--- config.mk ---
export PLATFORM = sky130hd
export DESIGN_NAME = sb_ms_timeout_timer
export DESIGN_NICKNAME = d
export VERILOG_FILES = /design/src/rtl/sb_timer_pkg.sv /design/src/rtl/ms_tick_det.sv /design/src/rtl/sb_ms_timeout_timer.sv
export SDC_FILE = /design/constraint.sdc
export NUM_CORES = 1
export LEC_CHECK = 0
export CAP_MARGIN = 20
export CORE_ASPECT_RATIO = 1.1
export CORE_MARGIN = 3
export CORE_UTILIZATION = 45
export DETAILED_ROUTE_END_ITERATION = 6
export MAX_ROUTING_LAYER = met4
export PLACE_DENSITY = 0.82
export SLEW_MARGIN = 20
export SYNTH_ARGS = -nofsm -noshare
export SYNTH_HDL_FRONTEND = slang
export SYNTH_SLANG_ARGS = --single-unit
--- constraint.sdc ---
create_clock -name sb_clk -period 2.12 [get_ports sb_clk]
set_input_delay 0.636 -clock sb_clk [delete_from_list [all_inputs] [get_ports sb_clk]]
set_output_delay 0.636 -clock sb_clk [all_outputs]
set_load 0.03 [all_outputs]
--- src/rtl/sb_timer_pkg.sv ---
// Shared definitions for the sideband millisecond timers: FSM state encoding,
// default timeout values named by their USB4 meaning, and timeout_sel codes.
package sb_timer_pkg;

    typedef enum logic [1:0] {
        ST_IDLE    = 2'd0,
        ST_RUN     = 2'd1,
        ST_EXPIRED = 2'd2
    } tmr_state_e;

    // Default timeouts in milliseconds.
    localparam int unsigned TMO_CMD_RESP_MS    = 10;   // command-response wait
    localparam int unsigned TMO_TRAIN_ABORT_MS = 50;   // training abort
    localparam int unsigned TMO_DISCONNECT_MS  = 100;  // disconnect detection
    localparam int unsigned TMO_MAX_MS         = 255;  // longest supported wait

    // timeout_sel encodings.
    localparam logic [1:0] SEL_CMD_RESP    = 2'd0;
    localparam logic [1:0] SEL_TRAIN_ABORT = 2'd1;
    localparam logic [1:0] SEL_DISCONNECT  = 2'd2;
    localparam logic [1:0] SEL_MAX         = 2'd3;

endpackage

--- src/rtl/ms_tick_det.sv ---
// Rising-edge detector for the ms_clk level produced by ms_clock_div.
// ms_clk is sampled in the sb_clk domain; tick is one sb_clk cycle wide.
// The edge register resets low so a low ms_clk at release gives no tick.
module ms_tick_det (
    input  logic clk_i,
    input  logic rst_ni,
    input  logic level_i,
    output logic tick_o
);

    logic level_q;

    // Delay ms_clk by one sb_clk cycle for edge detection.
    always_ff @(posedge clk_i or negedge rst_ni) begin
        if (!rst_ni) begin
            level_q <= 1'b0;
        end else begin
            level_q <= level_i;
        end
    end

    assign tick_o = level_i & ~level_q;

endmodule

--- src/rtl/sb_ms_timeout_timer.sv ---
// Millisecond timeout timer for the USB4 sideband link layer.
// Counts ms_clk rising edges after a start pulse and flags expiry of the
// selected timeout. All outputs are registered.
// Input priority: stop > start > tick. A re-trigger discards a coincident tick.
module sb_ms_timeout_timer
    import sb_timer_pkg::*;
#(
    parameter int          CNT_W = 8,
    parameter int unsigned TMO_0 = TMO_CMD_RESP_MS,
    parameter int unsigned TMO_1 = TMO_TRAIN_ABORT_MS,
    parameter int unsigned TMO_2 = TMO_DISCONNECT_MS,
    parameter int unsigned TMO_3 = TMO_MAX_MS
) (
    input  logic             sb_clk,
    input  logic             rst,
    input  logic             ms_clk,
    input  logic             start,
    input  logic             stop,
    input  logic [1:0]       timeout_sel,
    output logic             busy,
    output logic             expired,
    output logic             timeout_pulse,
    output logic [CNT_W-1:0] elapsed_ms,
    output logic [1:0]       dbg_state
);

    tmr_state_e       state_q;
    logic [CNT_W-1:0] limit_q;
    logic [CNT_W-1:0] cnt_q;
    logic             busy_q;
    logic             expired_q;
    logic             pulse_q;

    logic             tick;
    logic [CNT_W:0]   cnt_inc;
    logic [CNT_W:0]   eff_limit;
    logic [CNT_W-1:0] sel_limit;

    function automatic logic [CNT_W-1:0] tmo_of(input logic [1:0] sel);
        case (sel)
            SEL_CMD_RESP:    return CNT_W'(TMO_0);
            SEL_TRAIN_ABORT: return CNT_W'(TMO_1);
            SEL_DISCONNECT:  return CNT_W'(TMO_2);
            default:         return CNT_W'(TMO_3);
        endcase
    endfunction

    ms_tick_det u_tick (
        .clk_i   (sb_clk),
        .rst_ni  (rst),
        .level_i (ms_clk),
        .tick_o  (tick)
    );

    // One extra bit keeps cnt+1 from wrapping in the compare; a latched
    // limit of 0 is treated as 1 so it expires on the first tick.
    assign cnt_inc   = {1'b0, cnt_q} + {{CNT_W{1'b0}}, 1'b1};
    assign eff_limit = (limit_q == '0) ? {{CNT_W{1'b0}}, 1'b1} : {1'b0, limit_q};
    assign sel_limit = tmo_of(timeout_sel);

    // Timer FSM with limit, counter and registered status outputs.
    always_ff @(posedge sb_clk or negedge rst) begin
        if (!rst) begin
            state_q   <= ST_IDLE;
            limit_q   <= '0;
            cnt_q     <= '0;
            busy_q    <= 1'b0;
            expired_q <= 1'b0;
            pulse_q   <= 1'b0;
        end else begin
            pulse_q <= 1'b0;
            if (stop) begin
                state_q   <= ST_IDLE;
                cnt_q     <= '0;
                busy_q    <= 1'b0;
                expired_q <= 1'b0;
            end else if (start) begin
                state_q   <= ST_RUN;
                limit_q   <= sel_limit;
                cnt_q     <= '0;
                busy_q    <= 1'b1;
                expired_q <= 1'b0;
            end else begin
                case (state_q)
                    ST_RUN: begin
                        if (tick) begin
                            cnt_q <= cnt_inc[CNT_W-1:0];
                            if (cnt_inc >= eff_limit) begin
                                state_q   <= ST_EXPIRED;
                                busy_q    <= 1'b0;
                                expired_q <= 1'b1;
                                pulse_q   <= 1'b1;
                            end
                        end
                    end
                    default: ;
                endcase
            end
        end
    end

    assign busy          = busy_q;
    assign expired       = expired_q;
    assign timeout_pulse = pulse_q;
    assign elapsed_ms    = cnt_q;
    assign dbg_state     = state_q;

endmodule

# Word level (Yosys, flattened, before mapping)
# Cells that the tools add are included.
[classes]
bitwise_logic = 3
mux = 26
shift = 0
order_cmp = 1
eq_ne = 3
n_div = 0
n_mul = 0
addsub = 1
reduce_logical = 8
[op_table]
columns = ["op", "count"]
rows = [
  ["8-bit 2-to-1 mux", 5],
  ["8-bit one-hot mux with 3 select lines", 1],
  ["1-bit 2-to-1 mux", 15],
  ["2-bit 2-to-1 mux", 5],
  ["8-bit by 1-bit adder with 9-bit output, second input constant", 1],
  ["9-bit by 8-bit >= comparator with 1-bit output", 1],
  ["3-bit nonzero test", 3],
  ["8-bit zero test", 1],
  ["2-bit by 1-bit equality test with 1-bit output, second input constant", 2],
  ["2-bit AND reduction", 2],
  ["3-bit AND reduction", 1],
  ["2-bit equality test, second input constant", 1],
  ["2-bit zero test", 1],
  ["1-bit NOT", 2],
  ["1-bit AND", 1],
]
[totals]
ram_bits = 0
latch_bits = 0
rom_bits = 0
out_inout_bits = 13
wordCells = 49
n_memories = 0
in_bits = 7
register_bits = 22

# Logic depth before layout (Yosys ltp)
[logic_depth]
ltp_word = 8
depth_mapped = 9
ltp_nobuf = 9

# Cells and area by module
# Synthesis repeated with hierarchy kept, for this count alone.
[unflattened]
hier_cells = 119
area_unflattened_um2 = 1141.1
[by_module_without_submodules]
columns = ["module", "instances", "seq_area_each_um2", "area_each_um2", "cells_per_inst"]
rows = [
  ["sb_ms_timeout_timer", 1, 425.4, 1102.3, 117],
  ["ms_tick_det", 1, 25.0, 38.8, 2],
]

# Worst setup path before layout
# Ideal clock, no wire load.
[synth_path]
path_kind = "register -> register"
from = "reg cnt_q[0], in the netlist elapsed_ms[0]"
to = "reg state_q[0], in the netlist dbg_state[0]"
n_path_buf = 0
synth_period_minus_slack_ns = 2.399
arrival_ns = 2.332
path_stages_with_launch = 10
required_ns = 2.053
setup_time_ns = 0.067
slack_ns = -0.279
path_cell_list = "dfrtp_1 -> ha_1 -> nand2_1 -> nor2_4 -> xor2_1 -> ha_1 -> and3_1 -> a221o_1 -> a31oi_2 -> a41o_1"
[synth_via]
elab_chain_len = 4
[synth_lines]
columns = ["element", "line", "text"]
rows = [
  ["from (decl)", "sb_ms_timeout_timer.sv:29", "logic [CNT_W-1:0] cnt_q;"],
  ["from (signal assigned)", "sb_ms_timeout_timer.sv:87", "cnt_q <= cnt_inc[CNT_W-1:0];"],
  ["8-bit by 1-bit adder with 9-bit output", "sb_ms_timeout_timer.sv:57", "assign cnt_inc = {1'b0, cnt_q} + {{CNT_W{1'b0}}, 1'b1};"],
  ["9-bit by 8-bit >= comparator with 1-bit output", "sb_ms_timeout_timer.sv:88", "if (cnt_inc >= eff_limit) begin"],
  ["3-bit nonzero test (no line)", "n/a", ""],
  ["3-bit AND reduction (no line)", "n/a", ""],
  ["to (signal assigned)", "sb_ms_timeout_timer.sv:64", "state_q <= ST_IDLE;"],
  ["to (signal assigned)", "sb_ms_timeout_timer.sv:73", "state_q <= ST_IDLE;"],
  ["to (signal assigned)", "sb_ms_timeout_timer.sv:89", "state_q <= ST_EXPIRED;"],
  ["to (decl)", "sb_ms_timeout_timer.sv:27", "tmr_state_e state_q;"],
]
# No other way between the ends.
# A chain may end at the register's enable or synchronous reset.

# Final worst setup path
[layout_path]
from = "reg cnt_q[1], in the netlist elapsed_ms[1]"
to = "reg state_q[0], in the netlist dbg_state[0]"
# Same word-level chain as after synthesis.

==> results.json <==
{
  "clk_pin_slew_worst_paths_ps": 110,
  "synth.distinct_cells": 33,
  "coreArea_um2": 2340,
  "required_ps": 2360,
  "hp-class": "flop to flop",
  "antenna_found_initial": 0,
  "routed_wl_um": 2610,
  "detail_route.wl_per_cell_um": 14.3,
  "io_buffers": 19,
  "ant_nets": 0,
  "die_area_um2": 3230,
  "power_uw": 729,
  "ys_async_sr_fraction": 1.00,
  "ys_seq_area_frac": 0.388,
  "ys_dominant_reg_cell": "dfrtp_1",
  "period_minus_slack_ps": 2150,
  "hold_depth": 2,
  "vias": 951,
  "synth.most_common_cell": "dfrtp_1",
  "clk-insertion-delay-late_ps": 300,
  "ys_warn_count": 0,
  "start_kind": "flop",
  "cts_buffers": 3,
  "grt_pass1_wl_um": 4350,
  "die_height_um": 59.3,
  "hold_viol": 0,
  "synthTopCellsByArea": "dfrtp_1 (39%), ha_1 (15%), xnor2_1 (4.5%)",
  "violations": "setup timing",
  "fmax_mhz": 464,
  "synthesis.instances": 119,
  "reg2reg_depth": 8,
  "dp_slack_ps": -30.4,
  "via_per_inst": 5.20,
  "ios": 20,
  "slowest_delay_ps": 430,
  "fin_nets": 175,
  "grt_remaining_overflow": 0,
  "drc_errors": 0,
  "synth.avg_cell_area_um2": 9.76,
  "gp_congestion": 0.787,
  "cts_sinks": 18,
  "arrival_ps": 2390,
  "setup_ws_ps": -33.0,
  "grt_usage": 0.194,
  "max_slew_margin": 0.765,
  "hold_buffers": 0,
  "yosys_register_bits": 18,
  "cts-root-buf": "clkbuf_4",
  "netlist_area_um2": 1160,
  "setup.worst_path.end_class": "flop",
  "setup-violations-final": 2,
  "fillCellCount": 204,
  "critPathKind": "flop to flop",
  "p_leak_uw": 0.000850,
  "ctsLongestPathBuffers": 2,
  "critical_path.cell_chain": "ha_4 > nand3_2 > xnor2_1 > ha_1 > a21o_1 > a221o_1 > a31oi_4 > a41o_1",
  "h-tree-depth": 1,
  "rows": 18,
  "syn_to_final_growth_pct": 36.2,
  "crit_fanout": 4,
  "drv_slew": 0,
  "ir_drop_mv": 0.458,
  "synthTopCellsByCount": "dfrtp_1 (18), ha_1 (14), inv_1 (12)",
  "dr.first_iter.drc_count": 9,
  "yosys.area.top_type": "dfrtp_1",
  "fin_crit_sh": 1.02,
  "drive_gt1_frac": 0.261,
  "grt_pass1_vias": 997,
  "fin_skew_ps": 3.33,
  "first_pass_iters": 4,
  "initial_core_util": 0.496,
  "dp_hpwl_um": 2030,
  "pwr_density_cell_nw_per_um2": 461,
  "cts_tree": "yes",
  "yosysTopAreaCellShare": 0.388,
  "drv_cap": 0,
  "cp_slowest_cell": "dfrtp_2",
  "grt_max_degree": 19,
  "crit_family": "compound AO/OA/AOI/OAI gates",
  "antenna_cells": 0,
  "die_x_um": 54.4,
  "whs_ps": 496,
  "tightest_slew_ps": 352,
  "rsz0062_at_grt": "true",
  "tns_ps": -34.6,
  "path_buf_inv": 0,
  "syn-num-nets": 140,
  "synth-edff-count": 0,
  "path_depth": 8,
  "status": "finished, violations left"
}
==> sequential cells by signal, indices dropped and copies added (netlist names) <==
name / cells
elapsed_ms: 8
timeout_pulse: 1
u_tick.level_q: 1
dbg_state: 1
limit_q: 6
expired: 1
==> timing repair <==
action	in CTS	in global routing
pin swaps	2	1
buffers inserted	3	0
endpoints found under the setup margin	7	8
gates resized for setup	6	6
==> tightest hold or removal path: stages (launching register included) <==
cell and delay, ps:
dfrtp_1 360, nand2_1 50, o21ai_0 60
==> logic make-up (layout without fill, tap and decap cells) <==
kind of cell	count (synthesis)	in the layout	synth area share
AO/OA/AOI/OAI	21	21	0.116
multiplexers	2	2	0.0183
flip-flops	18	18	0.388
buffers and inverters	17	51	0.0625
AND/OR/NAND/NOR	36	36	0.181
XOR/XNOR	11	11	0.0830
adder cells (fa/ha/maj)	14	14	0.151
==> final timing paths <==
check / start / to / slack [ps]
max: elapsed_ms[1]$_DFFE_PN0P_ / dbg_state[0]$_DFFE_PN0P_ / -30
min: limit_q[1]$_DFFE_PN0P_ / limit_q[1]$_DFFE_PN0P_ / 500
max reg2reg: elapsed_ms[1]$_DFFE_PN0P_ / dbg_state[0]$_DFFE_PN0P_ / -30
min reg2reg: limit_q[1]$_DFFE_PN0P_ / limit_q[1]$_DFFE_PN0P_ / 500
max in group asynchronous: rst / elapsed_ms[2]$_DFFE_PN0P_ / 1240
min in group asynchronous: rst / elapsed_ms[1]$_DFFE_PN0P_ / 660
==> layout by cell type, fill, tap and decap left out, drive strengths merged, types with 2 or more instances in the layout <==
| cell type | instances |
|---|---|
| inv | 12 |
| a21o | 2 |
| nand3 | 3 |
| nor3 | 5 |
| and3 | 2 |
| nand2 | 9 |
| dlymetal6s2s | 5 |
| o21ai | 8 |
| nor2 | 9 |
| nand4 | 2 |
| dlygate4sd2 | 5 |
| a21oi | 5 |
| a31oi | 2 |
| or3 | 2 |
| xnor2 | 6 |
| dfrtp | 18 |
| clkdlybuf4s50 | 9 |
| xor2 | 5 |
| buf | 16 |
| ha | 14 |
| clkbuf | 4 |
==> metal layers <==
metal / vias to the layer above / share of wire / track usage
met2: 23 / 0.55 / 0.345
met1: 450 / 0.41 / 0.213
met5: - / 0 / -
met4: 0 / 0.010 / 0.0747
li1: 474 / - / -
met3: 4 / 0.035 / 0.0227
==> stage by stage <==
stage	utilization	cell area [um2]	std cells
CTS	0.666	1560	183
global placement	0.642	1500	176
global route	0.675	1580	183
detailed placement	0.642	1500	176
floorplan	-	1200	119
finish	0.675	1580	183
==> report_power, final <==
group          internal [uW]  total (uW)  switching [uW]
sequential               363         375            12.6
combinational           56.6         135            78.6
clock                    105         218             113
==> cell type report <==
class | count | area [um2] | area share
well taps | 30 | 37.5 | 0.0237
inverters | 12 | 45.0 | 0.0285
clock buffers | 4 | 36.3 | 0.0229
flip-flops and latches | 18 | 459 | 0.290
multi-input cells | 84 | 687 | 0.434
repair buffers | 35 | 317 | 0.200
Power figures use the tool's default switching activity.
